<file path="src/rtl/rv32i_pkg.sv">
// Shared RV32I writeback definitions: load funct3 encodings and the load-queue entry.
package rv32i_pkg;

  localparam logic [2:0] F3_LB  = 3'b000;
  localparam logic [2:0] F3_LH  = 3'b001;
  localparam logic [2:0] F3_LW  = 3'b010;
  localparam logic [2:0] F3_LBU = 3'b100;
  localparam logic [2:0] F3_LHU = 3'b101;

  typedef struct packed {
    logic [4:0] rd;
    logic [2:0] funct3;
    logic [1:0] addr_lo;
  } ld_entry_t;

endpackage

</file>
<file path="src/rtl/wb_stage_if.sv">
// Bus bundle between the writeback stage and its producers/consumers.
interface wb_stage_if;

  logic        alu_valid;
  logic [4:0]  alu_rd;
  logic [31:0] alu_data;
  logic        alu_ready;
  logic        ld_issue_valid;
  logic [4:0]  ld_issue_rd;
  logic [2:0]  ld_issue_funct3;
  logic [1:0]  ld_issue_addr_lo;
  logic        ld_issue_ready;
  logic        mem_rsp_valid;
  logic [31:0] mem_rsp_data;
  logic        rf_wen;
  logic [4:0]  rf_rd;
  logic [31:0] rf_wdata;
  logic [4:0]  chk_rs1;
  logic [4:0]  chk_rs2;
  logic        hazard;
  logic        rsp_err;

  modport slave (
    input  alu_valid, alu_rd, alu_data,
    input  ld_issue_valid, ld_issue_rd, ld_issue_funct3, ld_issue_addr_lo,
    input  mem_rsp_valid, mem_rsp_data,
    input  chk_rs1, chk_rs2,
    output alu_ready, ld_issue_ready,
    output rf_wen, rf_rd, rf_wdata,
    output hazard, rsp_err
  );

  modport master (
    output alu_valid, alu_rd, alu_data,
    output ld_issue_valid, ld_issue_rd, ld_issue_funct3, ld_issue_addr_lo,
    output mem_rsp_valid, mem_rsp_data,
    output chk_rs1, chk_rs2,
    input  alu_ready, ld_issue_ready,
    input  rf_wen, rf_rd, rf_wdata,
    input  hazard, rsp_err
  );

endinterface

</file>
<file path="src/rtl/wb_stage_load_align.sv">
// Load data extraction: picks the byte/halfword named by addr_lo and extends it per funct3.
module load_align
  import rv32i_pkg::*;
(
  input  logic [2:0]  funct3,
  input  logic [1:0]  addr_lo,
  input  logic [31:0] raw,
  output logic [31:0] data
);

  logic [7:0]  byte_sel_s;
  logic [15:0] half_sel_s;

  // Lane select and sign/zero extension; unknown funct3 values fall back to a full word.
  always_comb begin
    byte_sel_s = 8'h00;
    half_sel_s = 16'h0000;
    data       = raw;
    case (addr_lo)
      2'd0:    byte_sel_s = raw[7:0];
      2'd1:    byte_sel_s = raw[15:8];
      2'd2:    byte_sel_s = raw[23:16];
      2'd3:    byte_sel_s = raw[31:24];
      default: byte_sel_s = raw[7:0];
    endcase
    if (addr_lo[1]) begin
      half_sel_s = raw[31:16];
    end else begin
      half_sel_s = raw[15:0];
    end
    case (funct3)
      F3_LB:   data = {{24{byte_sel_s[7]}}, byte_sel_s};
      F3_LH:   data = {{16{half_sel_s[15]}}, half_sel_s};
      F3_LW:   data = raw;
      F3_LBU:  data = {24'h000000, byte_sel_s};
      F3_LHU:  data = {16'h0000, half_sel_s};
      default: data = raw;
    endcase
  end

endmodule

</file>
<file path="src/rtl/wb_stage.sv">
// RV32I writeback stage: outstanding-load queue, load-over-ALU arbitration,
// registered register-file write port and load-use hazard detection.
module wb_stage
  import rv32i_pkg::*;
#(
  parameter int LDQ_DEPTH = 2
) (
  input logic       clk,
  input logic       rst_n,
  wb_stage_if.slave bus
);

  localparam int PW = $clog2(LDQ_DEPTH);
  localparam int CW = PW + 1;
  localparam logic [CW-1:0] DEPTH_C = CW'(LDQ_DEPTH);

  ld_entry_t       q_r [LDQ_DEPTH];
  logic [PW-1:0]   wr_ptr_r;
  logic [PW-1:0]   rd_ptr_r;
  logic [CW-1:0]   count_r;

  logic            empty_s;
  logic            full_s;
  logic            push_s;
  logic            pop_s;
  logic            alu_take_s;
  ld_entry_t       head_s;
  ld_entry_t       push_entry_s;
  logic [31:0]     aligned_s;
  logic            sel_valid_s;
  logic [4:0]      sel_rd_s;
  logic [31:0]     sel_data_s;
  logic            hazard_s;
  logic [PW-1:0]   idx_s;

  assign empty_s    = (count_r == {CW{1'b0}});
  assign full_s     = (count_r == DEPTH_C);
  assign push_s     = bus.ld_issue_valid && !full_s;
  assign pop_s      = bus.mem_rsp_valid && !empty_s;
  assign alu_take_s = bus.alu_valid && !pop_s;
  assign head_s     = q_r[rd_ptr_r];

  assign push_entry_s.rd      = bus.ld_issue_rd;
  assign push_entry_s.funct3  = bus.ld_issue_funct3;
  assign push_entry_s.addr_lo = bus.ld_issue_addr_lo;

  assign bus.ld_issue_ready = !full_s;
  assign bus.alu_ready      = !pop_s;
  assign bus.hazard         = hazard_s;

  load_align u_align (
    .funct3  (head_s.funct3),
    .addr_lo (head_s.addr_lo),
    .raw     (bus.mem_rsp_data),
    .data    (aligned_s)
  );

  function automatic logic rd_hit(input logic [4:0] rd, input logic [4:0] rs1,
                                  input logic [4:0] rs2);
    return (rd != 5'd0) && ((rd == rs1) || (rd == rs2));
  endfunction

  // Write-port arbitration: a popped load response always beats the ALU.
  always_comb begin
    sel_valid_s = 1'b0;
    sel_rd_s    = 5'd0;
    sel_data_s  = 32'd0;
    if (pop_s) begin
      sel_valid_s = 1'b1;
      sel_rd_s    = head_s.rd;
      sel_data_s  = aligned_s;
    end else if (alu_take_s) begin
      sel_valid_s = 1'b1;
      sel_rd_s    = bus.alu_rd;
      sel_data_s  = bus.alu_data;
    end else begin
      sel_valid_s = 1'b0;
    end
  end

  // Hazard: walk live queue slots from the head, plus the write currently on the port.
  always_comb begin
    idx_s    = rd_ptr_r;
    hazard_s = bus.rf_wen && rd_hit(bus.rf_rd, bus.chk_rs1, bus.chk_rs2);
    for (int k = 0; k < LDQ_DEPTH; k++) begin
      idx_s    = rd_ptr_r + PW'(k);
      hazard_s = hazard_s | ((CW'(k) < count_r) && rd_hit(q_r[idx_s].rd, bus.chk_rs1, bus.chk_rs2));
    end
  end

  // Load queue storage, pointers and occupancy.
  always_ff @(posedge clk or negedge rst_n) begin
    if (!rst_n) begin
      for (int i = 0; i < LDQ_DEPTH; i++) begin
        q_r[i] <= '0;
      end
      wr_ptr_r <= '0;
      rd_ptr_r <= '0;
      count_r  <= '0;
    end else begin
      if (push_s) begin
        q_r[wr_ptr_r] <= push_entry_s;
        wr_ptr_r      <= wr_ptr_r + PW'(1);
      end
      if (pop_s) begin
        rd_ptr_r <= rd_ptr_r + PW'(1);
      end
      case ({push_s, pop_s})
        2'b10:   count_r <= count_r + CW'(1);
        2'b01:   count_r <= count_r - CW'(1);
        default: count_r <= count_r;
      endcase
    end
  end

  // Registered register-file port and sticky orphan-response flag.
  always_ff @(posedge clk or negedge rst_n) begin
    if (!rst_n) begin
      bus.rf_wen   <= 1'b0;
      bus.rf_rd    <= 5'd0;
      bus.rf_wdata <= 32'd0;
      bus.rsp_err  <= 1'b0;
    end else begin
      bus.rf_wen <= sel_valid_s && (sel_rd_s != 5'd0);
      if (sel_valid_s) begin
        bus.rf_rd    <= sel_rd_s;
        bus.rf_wdata <= sel_data_s;
      end
      if (bus.mem_rsp_valid && empty_s) begin
        bus.rsp_err <= 1'b1;
      end
    end
  end

endmodule

</file>
<file path="src/flat_wrapper.sv">
// flat-port wrapper written by rule: the top's interface ports become plain ports
module wb_stage_flat import rv32i_pkg::*;
#(
  parameter int LDQ_DEPTH = 2
)
  (clk, rst_n, bus_alu_valid, bus_alu_rd, bus_alu_data, bus_ld_issue_valid, bus_ld_issue_rd, bus_ld_issue_funct3, bus_ld_issue_addr_lo, bus_mem_rsp_valid, bus_mem_rsp_data, bus_chk_rs1, bus_chk_rs2, bus_alu_ready, bus_ld_issue_ready, bus_rf_wen, bus_rf_rd, bus_rf_wdata, bus_hazard, bus_rsp_err);
  wb_stage_if bus_i ();
  input logic clk;
  input logic rst_n;
  input wire logic [$bits(bus_i.alu_valid)-1:0] bus_alu_valid;
  input wire logic [$bits(bus_i.alu_rd)-1:0] bus_alu_rd;
  input wire logic [$bits(bus_i.alu_data)-1:0] bus_alu_data;
  input wire logic [$bits(bus_i.ld_issue_valid)-1:0] bus_ld_issue_valid;
  input wire logic [$bits(bus_i.ld_issue_rd)-1:0] bus_ld_issue_rd;
  input wire logic [$bits(bus_i.ld_issue_funct3)-1:0] bus_ld_issue_funct3;
  input wire logic [$bits(bus_i.ld_issue_addr_lo)-1:0] bus_ld_issue_addr_lo;
  input wire logic [$bits(bus_i.mem_rsp_valid)-1:0] bus_mem_rsp_valid;
  input wire logic [$bits(bus_i.mem_rsp_data)-1:0] bus_mem_rsp_data;
  input wire logic [$bits(bus_i.chk_rs1)-1:0] bus_chk_rs1;
  input wire logic [$bits(bus_i.chk_rs2)-1:0] bus_chk_rs2;
  output wire logic [$bits(bus_i.alu_ready)-1:0] bus_alu_ready;
  output wire logic [$bits(bus_i.ld_issue_ready)-1:0] bus_ld_issue_ready;
  output wire logic [$bits(bus_i.rf_wen)-1:0] bus_rf_wen;
  output wire logic [$bits(bus_i.rf_rd)-1:0] bus_rf_rd;
  output wire logic [$bits(bus_i.rf_wdata)-1:0] bus_rf_wdata;
  output wire logic [$bits(bus_i.hazard)-1:0] bus_hazard;
  output wire logic [$bits(bus_i.rsp_err)-1:0] bus_rsp_err;
  assign bus_i.alu_valid = bus_alu_valid;
  assign bus_i.alu_rd = bus_alu_rd;
  assign bus_i.alu_data = bus_alu_data;
  assign bus_i.ld_issue_valid = bus_ld_issue_valid;
  assign bus_i.ld_issue_rd = bus_ld_issue_rd;
  assign bus_i.ld_issue_funct3 = bus_ld_issue_funct3;
  assign bus_i.ld_issue_addr_lo = bus_ld_issue_addr_lo;
  assign bus_i.mem_rsp_valid = bus_mem_rsp_valid;
  assign bus_i.mem_rsp_data = bus_mem_rsp_data;
  assign bus_i.chk_rs1 = bus_chk_rs1;
  assign bus_i.chk_rs2 = bus_chk_rs2;
  assign bus_alu_ready = bus_i.alu_ready;
  assign bus_ld_issue_ready = bus_i.ld_issue_ready;
  assign bus_rf_wen = bus_i.rf_wen;
  assign bus_rf_rd = bus_i.rf_rd;
  assign bus_rf_wdata = bus_i.rf_wdata;
  assign bus_hazard = bus_i.hazard;
  assign bus_rsp_err = bus_i.rsp_err;
  wb_stage #(.LDQ_DEPTH(LDQ_DEPTH)) u_core (.clk(clk), .rst_n(rst_n), .bus(bus_i));
endmodule
</file>
<file path="config.mk">
export PLATFORM = sky130hd
export DESIGN_NAME = wb_stage_flat
export DESIGN_NICKNAME = d
export VERILOG_FILES = /design/src/rtl/rv32i_pkg.sv /design/src/rtl/wb_stage_if.sv /design/src/rtl/wb_stage_load_align.sv /design/src/rtl/wb_stage.sv /design/src/flat_wrapper.sv
export SDC_FILE = /design/constraint.sdc
export NUM_CORES = 1
export LEC_CHECK = 0
export BUFFER_PORTS_ARGS = -buffer_cell sky130_fd_sc_hd__buf_2
export CORE_UTILIZATION = 45
export CTS_CLUSTER_SIZE = 14
export DETAILED_ROUTE_END_ITERATION = 6
export PLACE_DENSITY = 0.74
export SLEW_MARGIN = 15
export SYNTH_ARGS = -nofsm -noshare
export SYNTH_HDL_FRONTEND = slang
export SYNTH_SLANG_ARGS = --single-unit
</file>
<file path="constraint.sdc">
create_clock -name clk -period 1.9 [get_ports clk]
set_input_delay 0.19 -clock clk [delete_from_list [all_inputs] [get_ports clk]]
set_output_delay 0.19 -clock clk [all_outputs]
set_load 0.1 [all_outputs]
</file>
==> flow_summary.toml, run 1 <==
[run_status]
status = "finished with violations"
violations = "negative setup slack"

[min_path]
hold_depth = 2
holdPathEnd = "u_core.q_r[8]"
hold_path.class = "in -> reg"
hp-start = "bus_ld_issue_rd[3]"

[grt]
use_met1_pct = 34.0
grt_max_degree = 64
grt_pass1_vias = 3582
top_usage_layer = "met2"
use_met2_pct = 43.9
grt_pass1_wl_um = 17700
grt_use_met3_pct = 5.37
grt_overflow_total = 0
grt_antenna_before_repair = 0
grt.total_usage_pct = 26.8

[place]
hpwl_um = 8060
io_buffers = 135
dp_cells = 597
gp_congestion = 0.896
place_area_mm2 = 0.00491

[die]
core-area_mm2 = 0.00789
start_util_pct = 47.5
io_pins = 136
die_y_um = 93.3
rows = 32
die_x_um = 93.3
dieArea_mm2 = 0.00870

[sta]
fin_ws_ns = -0.622
maxSlewViolCount = 0
rsz0062_at_grt = "true"
hold_viol_final = 0
min_period_ns = 2.52
tightestPinTransition_ns = 0.544
fin_skew_ns = 0.0113
period_share_pct = 133
finalSetupTns_ns = -7.91
slew_headroom_pct = 62.8
max_freq_ghz = 0.397
setup_violations = 33

[synth]
ys_warn_count = 0
synth_edf_count = 0
yosysSeqAreaShare_pct = 42.1
synth_ff_type = "dfrtp_1"
async_flop_share_pct = 100
yosysMostFrequentCell = "dfrtp_1"
ys_top_cells_by_area = "dfrtp_1 (42%), mux2i_1 (15%), mux2_2 (6.9%), xnor2_1 (4.9%), a21oi_1 (3.9%)"
ys_ff_latch = 63
synth_top_area_share_pct = 42.1
syn_nets = 443
synth_cells = 345
yosysUniqueCellTypes = 36
synth.cell_area_mm2 = 0.00375
synth_commonest_cells = "dfrtp_1 (63), mux2i_1 (57), a21oi_1 (29)"
syn_avg_cell_area_um2 = 10.9
synth_top_cell_by_area = "dfrtp_1"

[clock_network]
clk_latency_ns = 0.36
cts_num_sinks = 63
cts-htree-levels = 3
cts_made_buffers = 9
clkSlewWorstSetupHoldPaths_ns = 0.07
cts_tree = "yes"
clockRootBuffer = "clkbuf_8"
clockBufferDepth = 2

[setup_path]
crit_arrival_ns = 2.33
r2r-start = "u_core.rd_ptr_r"
r2r-end = "u_core.bus.rf_wdata[20]"
crit_required_ns = 1.71
critPathKind = "reg -> out"
cp-start-kind = "flip-flop"
r2r_cells = 10
crit_fanout = 2
rrSetupSlack_ns = -0.29
worstSetupEndpointType = "output port"

[detailed_routing]
ant_nets = 0
wire_per_inst_um = 19.9
drt_pass1_iterations = 4
num_vias = 3624
first_iter_violations = 194
drc = 0
totalWireLength_um = 12400
vias_per_cell = 5.80

[flow_run]
drv_cap = 0

[layout]
final_cells = 625
final_cell_area_mm2 = 0.00581
finish.utilization_pct = 73.7
diodes = 0
n_fill_cell = 482
area_delta_synth_final_pct = 55.1
nets = 617
drive_gt1_share_pct = 57.4
## worst max path at each step
stage                          from    endpoint  slack (ns)
global placement    u_core.rd_ptr_r  bus_hazard       -0.11
floorplan           u_core.rd_ptr_r  bus_hazard       -0.46
finish               u_core.q_r[18]  bus_hazard       -0.62
global route        u_core.rd_ptr_r  bus_hazard       -0.68
detailed placement  u_core.rd_ptr_r  bus_hazard       -0.17
CTS                 u_core.rd_ptr_r  bus_hazard       -0.50
## placed cells by master (no fill, tap or decap), drive strengths merged, types with 2 or more instances in the layout
cell type / n
o221ai: 9
xor2: 13
ha: 4
a211oi: 21
nand2: 7
buf: 180
nand3: 6
inv: 3
o21ai: 12
nor3: 6
dfrtp: 63
a221oi: 7
o2bb2ai: 7
nor2: 13
clkbuf: 15
a21oi: 29
mux2i: 57
xnor2: 21
clkinv: 2
bufinv: 2
mux2: 23
nor2b: 5
nand2b: 3
or4: 3
## stage by stage
step	hold WS, ns	setup slack [ns]
after floorplan	-0.106	-0.462
after global placement	0.226	-0.109
after detailed placement	0.230	-0.175
after CTS	0.0722	-0.501
after global routing	0.0716	-0.676
final	0.0686	-0.622
## timing repair
item	4_1_cts	5_1_grt
gates resized for setup	63	41
hold buffers	1	0
cloned	1	3
pin swaps	8	26
endpoints found under the hold margin	63	0
endpoints found under the setup margin	33	38
setup buffers	2	7
## state kept, by name (all words and copies together), names as in the netlist
signal               count
u_core.bus.rf_rd         5
u_core.bus.rf_wdata     32
u_core.bus.rf_wen        1
u_core.bus.rsp_err       1
u_core.count_r           2
u_core.q_r              20
u_core.rd_ptr_r          1
u_core.wr_ptr_r          1
## critical path: stages, from the launching register on
cell and delay (ns):
dfrtp_1 0.38, or4_1 0.57, nor2_1 0.18, a2111oi_0 0.15, buf_4 0.17, o21ai_0 0.14
o311ai_4 0.18, buf_12 0.20
## routing by layer
metal / share of wire, % / vias up / routed length, um
li1: - / 1645 / -
met4: 4.2 / 0 / 527
met1: 40 / 1780 / 5010
met3: 5.3 / 47 / 657
met5: 0 / - / 0
met2: 50 / 152 / 6250
## cell type report
| class | instances | area (um2) | share of cell area, % |
|---|---|---|---|
| clock buffer | 11 | 141 | 2.43 |
| clock inverter | 4 | 70.1 | 1.21 |
| inverter | 4 | 21.3 | 0.366 |
| multi-input combinational | 255 | 2610 | 44.9 |
| sequential | 63 | 1580 | 27.2 |
| tap | 102 | 128 | 2.20 |
| timing repair buffer | 186 | 1260 | 21.7 |
## logic make-up (layout without fill, tap and decap cells)
logic type / count (synthesis) / after routing / share of synthesized area [%]
compound gates: 91 / 91 / 17.0
xor+xnor: 34 / 34 / 7.95
fa+ha+maj: 4 / 4 / 1.34
buf+inv: 27 / 205 / 3.41
flops: 63 / 63 / 42.1
mux: 80 / 80 / 22.1
simple gates: 46 / 46 / 6.08
Power of run 1 is left out: the tool's default activity adds up to more than one toggle a clock period on the data nets, which glitch-free logic cannot reach.
==> run 2, diff against run 1 <==
MAX_ROUTING_LAYER = met4   (was default)
==> run 2 against run 1 <==
The run still ends with negative setup slack left. Critical path depth did not move. Flip-flop and latch count stayed put. Hold slack lost 0.00091 ns. Non-clock buffer count did not move. Die area unchanged. Final cell count unchanged. Setup slack improved by 0.0012 ns. Utilization unchanged. Routed wire length is essentially flat. Clock skew about the same. Highest routed layer unchanged.
==> flow_summary.toml, run 2 (same netlist as run 1, synthesis figures left out) <==
[run_status]
status = "finished with violations"
violations = "negative setup slack"

[sta]
tightestPinTransition_ns = 0.559
setup_violations = 33
period_share_pct = 133
hold_viol_final = 0
max_freq_ghz = 0.397
slew_headroom_pct = 61.8
fin_skew_ns = 0.0116
rsz0062_at_grt = "true"
min_period_ns = 2.52
maxSlewViolCount = 0
fin_ws_ns = -0.621

[detailed_routing]
drt_pass1_iterations = 4
wire_per_inst_um = 19.9
totalWireLength_um = 12500
ant_nets = 0
first_iter_violations = 175
num_vias = 3641
vias_per_cell = 5.83
drc = 0

[die]
start_util_pct = 47.5
core-area_mm2 = 0.00789
rows = 32
dieArea_mm2 = 0.00870
die_x_um = 93.3
die_y_um = 93.3
io_pins = 136

[setup_path]
cp-start-kind = "flip-flop"
crit_arrival_ns = 2.33
worstSetupEndpointType = "output port"
critPathKind = "reg -> out"
worstPathBufferInverterCount = 2
critPathSlowestCell = "or4_1"
cp_cell_sequence = "or4_1 -> nor2_1 -> a2111oi_0 -> buf_4 -> o21ai_0 -> o311ai_4 -> buf_12"
path_delay_family = "simple AND/OR/NAND/NOR gates"
cp_slowest_stage_delay_ns = 0.57
crit_required_ns = 1.71
crit_fanout = 2

[layout]
final_cell_mix = "buf_2 (132), dfrtp_1 (62), mux2i_1 (38)"
final_cell_area_mm2 = 0.00581
nets = 617
largest_register_ffs = 32
regMostFlops = "u_core.bus.rf_wdata"
n_fill_cell = 482
diodes = 0
area_delta_synth_final_pct = 55.1
final_cells = 625
multi_input_area_mm2 = 0.00261
seqCellArea_mm2 = 0.00158
top_regs = "u_core.bus.rf_wdata x32, u_core.q_r x20, u_core.bus.rf_rd x5"
final_common_cell = "buf_2"
drive_gt1_share_pct = 57.4

[clock_network]
cts_tree = "yes"
clockRootBuffer = "clkbuf_8"
clk_latency_ns = 0.36
clockBufferDepth = 2
clkSlewWorstSetupHoldPaths_ns = 0.07
cts_num_sinks = 63
cts_made_buffers = 9
cts-htree-levels = 3

[flow_run]
drv_cap = 0

[grt]
grt_pass1_vias = 3578
grt_antenna_before_repair = 0
grt_pass1_wl_um = 17700
grt_max_degree = 64
grt_overflow_total = 0
grt.total_usage_pct = 27.6

[place]
io_buffers = 135
dp_cells = 597
pre_cts_slack_ns = -0.175
hpwl_um = 8060
gp_congestion = 0.911
place_area_mm2 = 0.00491

[min_path]
hold_path.class = "in -> reg"
## run 2: cell counts in the layout (fill, tap and decap cells not counted)
Identical to the previous run, type by type.
## run 2: worst paths after layout
path | from | end | slack, ns | cells past startpoint
hold reg to reg | u_core.bus.rsp_err | u_core.bus.rsp_err | 0.46 | 1
hold / removal | bus_ld_issue_rd[3] | u_core.q_r[8] | 0.07 | 2
max in group asynchronous | rst_n | u_core.rd_ptr_r | 1.24 | 3
setup / recovery | u_core.q_r[18] | bus_hazard | -0.62 | 7
min in group asynchronous | rst_n | u_core.q_r[2] | 0.38 | 3
setup reg to reg | u_core.rd_ptr_r | u_core.bus.rf_wdata[20] | -0.31 | 10
## run 2: stage by stage
| step | hold slack (ns) | TNS [ns] | utilization (%) |
|---|---|---|---|
| global placement | 0.226 | -0.991 | 62.2 |
| global route | 0.0715 | -9.79 | 73.7 |
| detailed placement | 0.230 | -1.74 | 62.2 |
| CTS | 0.0722 | -1.48 | 69.4 |
| floorplan | -0.106 | -2.35 | - |
| finish | 0.0677 | -8.09 | 73.7 |
## run 2: routing by layer
| layer | share of wire (%) | routed length, um | up-vias | GRT usage, % |
|---|---|---|---|---|
| met5 | 0 | 0 | - | - |
| met4 | 3.9 | 484 | 0 | 12.4 |
| met3 | 5.3 | 662 | 44 | 4.63 |
| met2 | 50 | 6250 | 173 | 43.8 |
| met1 | 41 | 5060 | 1778 | 34.7 |
| li1 | - | - | 1646 | - |
## run 2: timing repair
action	in CTS	in global routing
pin swaps	8	26
buffers inserted	2	7
setup endpoints to repair	33	38
gates resized for setup	63	41
gates cloned	1	3
endpoints found under the hold margin	63	0
hold buffers	1	0
## run 2: layout make-up
cell class              instances  area share [%]
multi-input cells             255            44.9
well taps                     102            2.20
flip-flops and latches         63            27.2
clock buffers                  11            2.43
clock inverters                 4            1.21
repair buffers                186            21.7
inverters                       4           0.366
Power of run 2 is left out for the same reason.
==> run 3, diff against run 2 <==
SKIP_CTS_REPAIR_TIMING = 1   (was default)
==> run 3 against run 2 <==
The run still ends with negative setup slack left. Hold slack improved by 0.011 ns. Sequential share of layout area grew 0.076 points. Setup slack worse by 0.050 ns. Count of clock-buffer cells in the layout unchanged. Final cell count increased by 0.32%. Clock skew fell by 0.00076 ns. Utilization is 0.21 points lower. Global-route usage is 2.0 points lower. Highest routed layer unchanged.
==> flow_summary.toml, run 3 (same netlist as run 1, synthesis figures left out) <==
[die]
core-area_mm2 = 0.00789
die_y_um = 93.3
dieArea_mm2 = 0.00870
start_util_pct = 47.5
io_pins = 136
rows = 32
die_x_um = 93.3

[layout]
final_cell_area_mm2 = 0.00579
n_fill_cell = 502
final_cells = 627
regMostFlops = "u_core.bus.rf_wdata"
drive_gt1_share_pct = 57.0
area_delta_synth_final_pct = 54.6
multi_input_area_mm2 = 0.00259
top_regs = "u_core.bus.rf_wdata x32, u_core.q_r x20, u_core.bus.rf_rd x5"
seqCellArea_mm2 = 0.00158
nets = 619
largest_register_ffs = 32
final_common_cell = "buf_2"
final_cell_mix = "buf_2 (133), dfrtp_1 (62), mux2i_1 (40)"
diodes = 0

[grt]
use_met1_pct = 32.5
use_met2_pct = 39.6
grt_use_met3_pct = 4.63
grt_antenna_before_repair = 0
grt.total_usage_pct = 25.6
grt_pass1_vias = 3418
top_usage_layer = "met2"
grt_max_degree = 64
grt_pass1_wl_um = 16500
grt_overflow_total = 0

[sta]
min_period_ns = 2.57
hold_viol_final = 0
fin_ws_ns = -0.671
fin_skew_ns = 0.0108
slew_headroom_pct = 65.6
holdWs_ns = 0.0791
max_freq_ghz = 0.389
maxSlewViolCount = 0
period_share_pct = 135
tightestPinTransition_ns = 0.512
setup_violations = 33
rsz0062_at_grt = "true"

[detailed_routing]
wire_per_inst_um = 19.3
drt_pass1_iterations = 4
drc = 0
vias_per_cell = 5.74
totalWireLength_um = 12100
num_vias = 3601
ant_nets = 0
first_iter_violations = 243

[clock_network]
cts_num_sinks = 63
cts_made_buffers = 9
clockRootBuffer = "clkbuf_8"
clk_latency_ns = 0.35
clkSlewWorstSetupHoldPaths_ns = 0.07
cts-htree-levels = 3
cts_tree = "yes"
clockBufferDepth = 2

[min_path]
hold_path.class = "in -> reg"
hp-start = "bus_ld_issue_rd[3]"

[setup_path]
crit_arrival_ns = 2.38
r2r-start = "u_core.rd_ptr_r"
worstSetupEndpointType = "output port"
cp-start-kind = "flip-flop"
startpoint = "u_core.rd_ptr_r"
crit_fanout = 7
critPathKind = "reg -> out"
crit_required_ns = 1.71

[run_status]
status = "finished with violations"
violations = "negative setup slack"

[place]
gp_congestion = 0.911
place_area_mm2 = 0.00491
hpwl_um = 8060
io_buffers = 135
dp_cells = 597

[flow_run]
drv_cap = 0
==> run 3: layer usage <==
metal	up-vias	wire, um
met5	-	0
met4	0	391
met3	37	698
met2	159	6030
met1	1755	4960
li1	1650	-
==> run 3: path summary, 6_finish.rpt <==
kind                       slack (ns)  cells past startpoint                      to
max                             -0.67                      9              bus_hazard
min                              0.08                      2           u_core.q_r[8]
max reg2reg                     -0.15                      9  u_core.bus.rf_wdata[5]
min reg2reg                      0.45                      1      u_core.bus.rsp_err
max in group asynchronous        1.23                      3         u_core.rd_ptr_r
min in group asynchronous        0.39                      3           u_core.q_r[2]
==> run 3: through the flow <==
step | worst slack, ns | TNS (ns) | util [%]
floorplan | -0.462 | -2.35 | -
global placement | -0.109 | -0.991 | 62.2
detailed placement | -0.175 | -1.74 | 62.2
CTS | -0.561 | -2.85 | 64.9
global route | -0.749 | -5.53 | 73.5
finish | -0.671 | -3.59 | 73.5
==> run 3: layout make-up <==
class / count / area share (%)
Tap cell: 102 / 2.20
Inverter: 4 / 0.367
Clock inverter: 4 / 1.21
Clock buffer: 11 / 2.44
Sequential cell: 63 / 27.2
Timing Repair Buffer: 188 / 21.8
Multi-Input combinational cell: 255 / 44.8
==> run 3: worst max-delay path: stages (launching register included) <==
cell       delay, ns
dfrtp_2         0.44
buf_4           0.15
clkbuf_16       0.15
mux2i_4         0.18
xor2_1          0.19
nand3_1         0.12
nor3_1          0.28
o21ai_1         0.17
o311ai_4        0.13
buf_12          0.22
Power of run 3 is left out for the same reason.
